### src/rtl/ov5640_dvp_capture.sv
// OV5640 8-bit DVP capture: pairs bytes into RGB565 pixels with frame/line markers and coordinates.
// Drops settling frames after enable and only starts output on a frame boundary.
module ov5640_dvp_capture #(
  parameter int unsigned H_ACTIVE    = 640,
  parameter int unsigned V_ACTIVE    = 480,
  parameter int unsigned SKIP_FRAMES = 10
) (
  input  logic        ov5640_pclk,
  input  logic        s_rst_n,
  input  logic        ov5640_href,
  input  logic        ov5640_vsync,
  input  logic [7:0]  ov5640_data,
  input  logic        cap_en,
  output logic        pix_valid,
  output logic [15:0] pix_data,
  output logic        pix_sof,
  output logic        pix_eol,
  output logic [11:0] pix_x,
  output logic [11:0] pix_y,
  output logic        frame_done,
  output logic        cap_err
);

  localparam int unsigned CW = 12;
  localparam int unsigned SW = 16;

  typedef enum logic [1:0] {
    IDLE    = 2'd0,
    SKIP    = 2'd1,
    WAIT_VS = 2'd2,
    CAP     = 2'd3
  } state_t;

  state_t          state;
  logic            href_r;
  logic            href_r_d;
  logic            vs_r;
  logic            vs_r_d;
  logic [7:0]      d_r;
  logic [SW-1:0]   skip_cnt;
  logic [CW-1:0]   x_cnt;
  logic [CW-1:0]   y_cnt;
  logic            phase;
  logic [7:0]      hi_byte;

  logic            vs_rise;
  logic            href_fall;
  logic            line_end;
  logic            byte_ok;
  logic            line_bad;
  logic [CW-1:0]   y_close;

  assign vs_rise   = vs_r & ~vs_r_d;
  assign href_fall = href_r_d & ~href_r;
  // A line only counts if it ended while the frame was still open
  assign line_end  = href_fall & ~vs_r_d;
  assign byte_ok   = href_r & ~vs_r;
  assign line_bad  = phase | (x_cnt != CW'(H_ACTIVE));
  assign y_close   = y_cnt + {{(CW-1){1'b0}}, line_end};

  // Input sampling stage
  always_ff @(posedge ov5640_pclk or negedge s_rst_n) begin
    if (!s_rst_n) begin
      href_r   <= 1'b0;
      href_r_d <= 1'b0;
      vs_r     <= 1'b0;
      vs_r_d   <= 1'b0;
      d_r      <= 8'd0;
    end else begin
      href_r   <= ov5640_href;
      href_r_d <= href_r;
      vs_r     <= ov5640_vsync;
      vs_r_d   <= vs_r;
      d_r      <= ov5640_data;
    end
  end

  // Control FSM, byte pairing, coordinate tracking and registered outputs
  always_ff @(posedge ov5640_pclk or negedge s_rst_n) begin
    if (!s_rst_n) begin
      state      <= IDLE;
      skip_cnt   <= '0;
      x_cnt      <= '0;
      y_cnt      <= '0;
      phase      <= 1'b0;
      hi_byte    <= 8'd0;
      pix_valid  <= 1'b0;
      pix_data   <= 16'd0;
      pix_sof    <= 1'b0;
      pix_eol    <= 1'b0;
      pix_x      <= '0;
      pix_y      <= '0;
      frame_done <= 1'b0;
      cap_err    <= 1'b0;
    end else begin
      pix_valid  <= 1'b0;
      pix_sof    <= 1'b0;
      pix_eol    <= 1'b0;
      frame_done <= 1'b0;

      case (state)
        IDLE: begin
          cap_err  <= 1'b0;
          skip_cnt <= '0;
          x_cnt    <= '0;
          y_cnt    <= '0;
          phase    <= 1'b0;
          if (cap_en) state <= SKIP;
        end

        SKIP: begin
          if (!cap_en) begin
            state <= IDLE;
          end else if (SKIP_FRAMES == 32'd0) begin
            state <= WAIT_VS;
          end else if (vs_rise) begin
            if ((32'(skip_cnt) + 32'd1) >= SKIP_FRAMES) begin
              state <= CAP;
              x_cnt <= '0;
              y_cnt <= '0;
              phase <= 1'b0;
            end else begin
              skip_cnt <= skip_cnt + SW'(1);
            end
          end
        end

        WAIT_VS: begin
          if (!cap_en) begin
            state <= IDLE;
          end else if (vs_rise) begin
            state <= CAP;
            x_cnt <= '0;
            y_cnt <= '0;
            phase <= 1'b0;
          end
        end

        CAP: begin
          if (vs_rise) begin
            // Frame close: check geometry, abandon any partial line, restart counters
            frame_done <= 1'b1;
            if ((y_close != CW'(V_ACTIVE)) || href_r || (line_end && line_bad))
              cap_err <= 1'b1;
            x_cnt <= '0;
            y_cnt <= '0;
            phase <= 1'b0;
            if (!cap_en) state <= IDLE;
          end else if (line_end) begin
            if (line_bad) cap_err <= 1'b1;
            x_cnt <= '0;
            phase <= 1'b0;
            if (y_cnt != {CW{1'b1}}) y_cnt <= y_cnt + CW'(1);
          end else if (byte_ok) begin
            if (!phase) begin
              hi_byte <= d_r;
              phase   <= 1'b1;
            end else begin
              phase <= 1'b0;
              if ((x_cnt < CW'(H_ACTIVE)) && (y_cnt < CW'(V_ACTIVE))) begin
                pix_valid <= 1'b1;
                pix_data  <= {hi_byte, d_r};
                pix_x     <= x_cnt;
                pix_y     <= y_cnt;
                pix_sof   <= (x_cnt == '0) && (y_cnt == '0);
                pix_eol   <= (x_cnt == CW'(H_ACTIVE - 1));
                x_cnt     <= x_cnt + CW'(1);
              end else begin
                cap_err <= 1'b1;
              end
            end
          end
        end

        default: state <= IDLE;
      endcase
    end
  end

endmodule

### config.mk
export PLATFORM = sky130hd
export DESIGN_NAME = ov5640_dvp_capture
export DESIGN_NICKNAME = d
export VERILOG_FILES = /design/src/rtl/ov5640_dvp_capture.sv
export SDC_FILE = /design/constraint.sdc
export NUM_CORES = 1
export LEC_CHECK = 0
export ABC_AREA = 1
export BUFFER_PORTS_ARGS = -buffer_cell sky130_fd_sc_hd__buf_2
export CORE_UTILIZATION = 25
export DETAILED_ROUTE_END_ITERATION = 7
export MAX_ROUTING_LAYER = met4
export PLACE_DENSITY = 0.38
export SLEW_MARGIN = 25
export SYNTH_ARGS = -nofsm -noshare
export SYNTH_HDL_FRONTEND = slang
export SYNTH_SLANG_ARGS = --single-unit
### constraint.sdc
create_clock -name ov5640_pclk -period 4.9 [get_ports ov5640_pclk]
set_input_delay 0.245 -clock ov5640_pclk [delete_from_list [all_inputs] [get_ports ov5640_pclk]]
set_output_delay 0.245 -clock ov5640_pclk [all_outputs]
set_load 0.05 [all_outputs]
### Word level (Yosys, flattened, before mapping)

Cells that the tools add are included.

| word-level totals | value |
|---|---|
| register bits after elaboration | 108 |
| input port bits | 13 |
| output and inout port bits | 45 |
| word-level logic and storage cells | 149 |

| cells by class | value |
|---|---|
| add/sub/neg operators | 5 |
| order comparisons | 3 |
| equality and inequality tests | 27 |
| multiplexer cells | 66 |
| bitwise gates (word level) | 11 |
| reduce and logical (&&, ||, !) cells | 18 |

Operators with widths:

| kind | number |
|---|---|
| $mux W12 | 13 |
| $pmux W12 S4 | 2 |
| $mux W16 | 3 |
| $mux W1 | 36 |
| $pmux W16 S2 | 1 |
| $add A12 B1 Y12 const B | 2 |
| $logic_not A12 Y1 | 2 |
| $reduce_and A6 Y1 | 4 |
| $ne A4 B4 Y1 const B | 5 |
| $ne A2 B2 Y1 const B | 9 |
| $ne A3 B3 Y1 const B | 6 |
| $add A16 B1 Y17 const B | 1 |
| $ge A17 B4 Y1 const B | 1 |
| $add A16 B1 Y16 const B | 1 |
| $mux W2 | 8 |
| $add A12 B1 Y12 | 1 |
| $eq A12 B10 Y1 const B | 1 |
| $lt A12 B10 Y1 const B | 1 |
| $lt A12 B9 Y1 const B | 1 |
| $ne A12 B10 Y1 const B | 1 |
| $ne A12 B12 Y1 const B | 1 |
| $ne A12 B9 Y1 const B | 1 |
| $pmux W2 S4 | 1 |
| $reduce_and A8 Y1 | 1 |
| 14 further kinds | 27 |

### Logic depth before layout (Yosys ltp)

| logic depth | value |
|---|---|
| depth in word-level cells | 10 |
| depth in mapped cells | 16 |
| mapped depth without buffers | 16 |

### Worst setup path before layout

No wires, ideal clock.

| timing path | value |
|---|---|
| path type | register to register |
| start point | reg skip_cnt[0] |
| end point | reg y_cnt[7] |
| library setup time | 0.132 ns |
| data arrival time | 1.784 ns |
| required time | 4.768 ns |
| slack | 2.984 ns |
| stages on the path, launching flop included | 14 |
| buffers on the path | 1 |
| period minus slack after synthesis | 1.916 ns |
| cell sequence | dfrtp_1 > ha_1 > nand2_2 > nor2_4 > nand3_1 > nand2_1 > nand2_1 > nor2_2 > nand3_1 > nor2_4 > nor2_4 > nand2_4 > buf_6 > o21ai_2 |

| on the way | value |
|---|---|
| cells in the longest elaborated chain, start to end | 4 |

RTL lines:

| item | line | RTL |
|---|---|---|
| start: declaration | 40 | `logic [SW-1:0] skip_cnt;` |
| start signal: assignment | 123 | `skip_cnt <= skip_cnt + SW'(1);` |
| $add A16 B1 Y17 | 117 | `if ((32'(skip_cnt) + 32'd1) >= SKIP_FRAMES) begin` |
| $ge A17 B4 Y1 | 117 |  |
| $ne A2 B2 Y1 (no line) | -- |  |
| $reduce_and A7 Y1 (no line) | -- |  |
| end signal: assignment | 153 | `if (y_cnt != {CW{1'b1}}) y_cnt <= y_cnt + CW'(1);` |
| end: declaration | 42 | `logic [CW-1:0] y_cnt;` |

No other way between the ends.
A chain may end at the register's enable or synchronous reset.

### Final worst setup path

| timing path | value |
|---|---|
| start point | reg state[0] |
| end point | reg x_cnt[2] |

| on the way | value |
|---|---|
| cells in the longest elaborated chain, start to end | 3 |
| elaborated cells between the ends (all ways) | 14 |
| classes of those cells | eq/ne: 11; mux: 1; reduce/logical: 2 |

RTL lines:

| item | line | RTL |
|---|---|---|
| start: declaration | 34 | `state_t state;` |
| start signal: assignment | 81 | `state <= IDLE;` |
| start signal: assignment | 108 | `if (cap_en) state <= SKIP;` |
| start signal: assignment | 113 | `state <= IDLE;` |
| $eq A2 B2 Y1 or $eq A2 B1 Y1 (tied branches) | 101 | `case (state)` |
| $ne A4 B4 Y1 (no line) or $ne A2 B2 Y1 (tied branches) | -- |  |
| $reduce_and A8 Y1 (no line) | -- |  |
| end signal: assignment | 167 | `x_cnt <= x_cnt + CW'(1);` |
| end: declaration | 41 | `logic [CW-1:0] x_cnt;` |

Parallel ways exist; a longest one is shown, timed or not.

==> flow_summary_export.csv <==
group,metric,value,unit
critical_path,cp_slowest_cell,"nor2_1",
clock_tree,cts_tree,"built",
timing,slew_headroom,49.4,%
floorplan,core_area,21200,µm²
timing,hold_violations,0,
grt,grt_pass1_wl,22700,µm
floorplan,initial_core_util,25.6,%
routing,routed_wl,13700,µm
power_and_ir_drop,power.internal,1.54,mW
routing,topRoutingLayerUsed,"met4",
critical_path,cp-end-kind,"register",
timing,fmax,396,MHz
critical_path,timing.rr.end,"x_cnt[2]$_DFFE_PN0P_",
synth,yosysTopAreaCellShare,49.8,%
power_and_ir_drop,switching_power,0.992,mW
clock_tree,htreeDepth,3,
routing,wl_met1,6810,µm
timing,fin_crit,2.52,ns
timing,period_share,51.5,%
critical_path,path_class,"reg -> reg",
run_status,run_status,"completed",
cells_and_area,diodes,0,
timing,rsz0062_at_grt,"false",
routing,route.detailed.wl_per_inst,13.4,µm
timing,drv_slew,0,
hold_path,hold_path.startpoint,"cap_en",
floorplan,dieArea,22300,µm²
cells_and_area,n_fill_cell,2248,
synth,avgSynthCellArea,8.04,µm²
cells_and_area,final_cell_mix,"nand2_1, dfrtp_1, inv_1",
floorplan,die_y,149,µm
clock_tree,cts_sinks,108,
power_and_ir_drop,clkPwrFrac,29.0,%
critical_path,crit_fanout,12,
synth,yosys.area.top_type,"dfrtp_1",
critical_path,crit_chain,"ha_1, nand2_1, nor2_4, clkinv_1, nor2_1, nor2_1, nand3_2, nand2_1, nand2_1",
routing,drt_iter0_drc,290,
synth,seq_area_frac_synth,49.8,%
hold_path,hold_class,"in -> reg",
cells_and_area,final_common_cell,"nand2_1",
routing,post-route-drc-count,0,
cells_and_area,fin_nets,762,
placed_design,dpl.cell_count,990,
synth,synth.distinct_cells,35,
synth,async_flop_share,100,%
power_and_ir_drop,switching_share,39.2,%
cells_and_area,stdcell_count,1017,
grt,grt_usage,13.5,%
clock_tree,clock_path_buffers,2,
clock_tree,clock_latency,0.36,ns
clock_tree,root_buffer,"clkbuf_16",
cells_and_area,final_area,6370,µm²
placed_design,io_buffers,57,
cells_and_area,drive_gt1_share,15.1,%
power_and_ir_drop,ir_worst_vdd,0.000152,V
synth,synth_fp_nets,700,
placed_design,gp_congestion,0.822,
power_and_ir_drop,power_per_cell_area,398,nW/µm²
routing,wl_met3,480,µm
routing,wl_met2,6200,µm
grt,grt_max_degree,58,
grt,overflow,0,
synth,synth_seq_cells,108,
cells_and_area,post-route-util,30.1,%
routing,firstDrtPassIters,4,
timing,finalClockSkew,0.00951,ns
power_and_ir_drop,pwr-share-comb,29.2,%
floorplan,io_pins,58,
clock_tree,cts_buffers,9,
grt,antenna_found_initial,0,
critical_path,rrSetupSlack,2.38,ns
floorplan,fp.dieW,149,µm
grt,grt_pass1_vias,4339,
critical_path,rr_startpoint,"state[0]$_DFFE_PN0P_",
clock_tree,cts_resized,0,
power_and_ir_drop,leakage,3.13,nW
placed_design,place_hpwl,9960,µm
routing,antenna_left,0,
synth,synth_edf_count,0,
hold_path,min_to,"state[1]$_DFFE_PN0P_",
placed_design,placed_cell_area,5960,µm²
floorplan,num_rows,53,
timing,setup_tns,0,ns
hold_path,hold_path_depth,3,
timing,setup_violations,0,
power_and_ir_drop,seqPwrFrac,41.8,%
clock_tree,clk_pin_slew,0.08,ns
job,drv_cap,0,
critical_path,worst_ep_required_time,5.15,ns
synth,yosysWarnings,0,
clock_tree,postCtsSetupBuffers,0,
synth,synthCells,675,
critical_path,cp.arrival,2.78,ns
cells_and_area,area_delta_synth_final,17.4,%
synth,synth_area_leaders,"dfrtp_1, nand2_1, inv_1, nor2_1, o21ai_0",
timing,worst_slew_pin_slew,0.759,ns
routing,vias,4445,
critical_path,reg2regPathDepth,9,
routing,vias_per_cell,4.37,
synth,netlist_area,5420,µm²
critical_path,worst_setup_path_start_kind,"register",
critical_path,max_stage_delay,0.55,ns
synth,ys.flop_type,"dfrtp_1",
critical_path,path_common_cell,"nand2_1",
## cells by family (layout without fill, tap and decap cells)
kind of cell,count (synthesis),in the layout,share of synthesized area [%]
AND/OR/NAND/NOR,373,373,30.7
flip-flops,108,108,49.8
buffers and inverters,102,169,7.89
AO/OA/AOI/OAI,74,74,7.77
adder cells (fa/ha/maj),12,12,2.77
XOR/XNOR,5,5,0.808
multiplexers,1,1,0.208
## worst max-delay path by stage
stage / end / slack, ns / start
after CTS: x_cnt[11]$_DFFE_PN0P_ / 2.37 / state[0]$_DFFE_PN0P_
after detailed placement: x_cnt[11]$_DFFE_PN0P_ / 2.38 / state[0]$_DFFE_PN0P_
after global placement: pix_y[6]$_DFFE_PN0P_ / 2.13 / y_cnt[5]$_DFFE_PN0P_
after floorplan: y_cnt[7]$_DFFE_PN0P_ / 2.98 / skip_cnt[0]$_DFFE_PN0P_
final: x_cnt[2]$_DFFE_PN0P_ / 2.38 / state[0]$_DFFE_PN0P_
after global routing: x_cnt[8]$_DFFE_PN0P_ / 2.14 / state[0]$_DFFE_PN0P_
## worst max-delay path, delay by kind of cell, from the launching register on
| family | cells | cell delay (ns) |
|---|---|---|
| DFF | 1 | 0.42 |
| adders and majority gates | 1 | 0.31 |
| and+or+nand+nor | 7 | 1.52 |
| buffers and inverters | 1 | 0.16 |
## power by group through the flow
stage | clock (mW) | combinational, mW | sequential (mW)
floorplan | 0 | 0.554 | 1.14
global placement | 0 | 0.738 | 1.07
detailed placement | 0 | 0.746 | 1.08
CTS | 0.761 | 0.754 | 1.06
global route | 0.794 | 0.839 | 1.07
finish | 0.735 | 0.739 | 1.06
## state kept, by name, summed over array words and instances, names as in the netlist, 8 cells and up
name      count
pix_data     16
skip_cnt     16
pix_x        12
pix_y        12
x_cnt        12
y_cnt        12
d_r           8
hi_byte       8
## metrics by stage
step	power (mW)	setup WS (ns)	hold slack (ns)
after floorplan	1.69	2.98	-0.0506
after global placement	1.81	2.13	0.353
after detailed placement	1.82	2.38	0.354
after CTS	2.57	2.37	0.195
after global routing	2.71	2.14	0.223
final	2.53	2.38	0.222
## cell type report
cell class | instances | area, µm² | area share, %
timing repair buffer | 69 | 405 | 6.36
inverter | 84 | 315 | 4.95
clock buffer | 10 | 239 | 3.75
tap | 275 | 344 | 5.40
sequential | 108 | 2700 | 42.4
multi-input combinational | 465 | 2310 | 36.2
clock inverter | 6 | 57.6 | 0.904
## metal layers
metal / track usage, % / vias to the layer above
li1: - / 2284
met4: 4.23 / 0
met5: - / -
met3: 2.84 / 13
met1: 18.4 / 2090
met2: 20.0 / 58
## cell usage after synthesis, drive strengths merged (3+ instances only)
| library cell | count |
|---|---|
| nand2 | 212 |
| dfrtp | 108 |
| inv | 82 |
| nor2 | 79 |
| o21ai | 59 |
| nand3 | 35 |
| nand4 | 28 |
| buf | 13 |
| ha | 12 |
| nor3 | 9 |
| a21oi | 6 |
| nor4 | 6 |
| clkbuf | 5 |
| o211ai | 4 |
| xor2 | 3 |
## timing repair
action	CTS	global route
endpoints found under the setup margin	0	0
hold endpoints to repair	39	0
hold buffers	11	0
(Power assumes the default switching activity.)
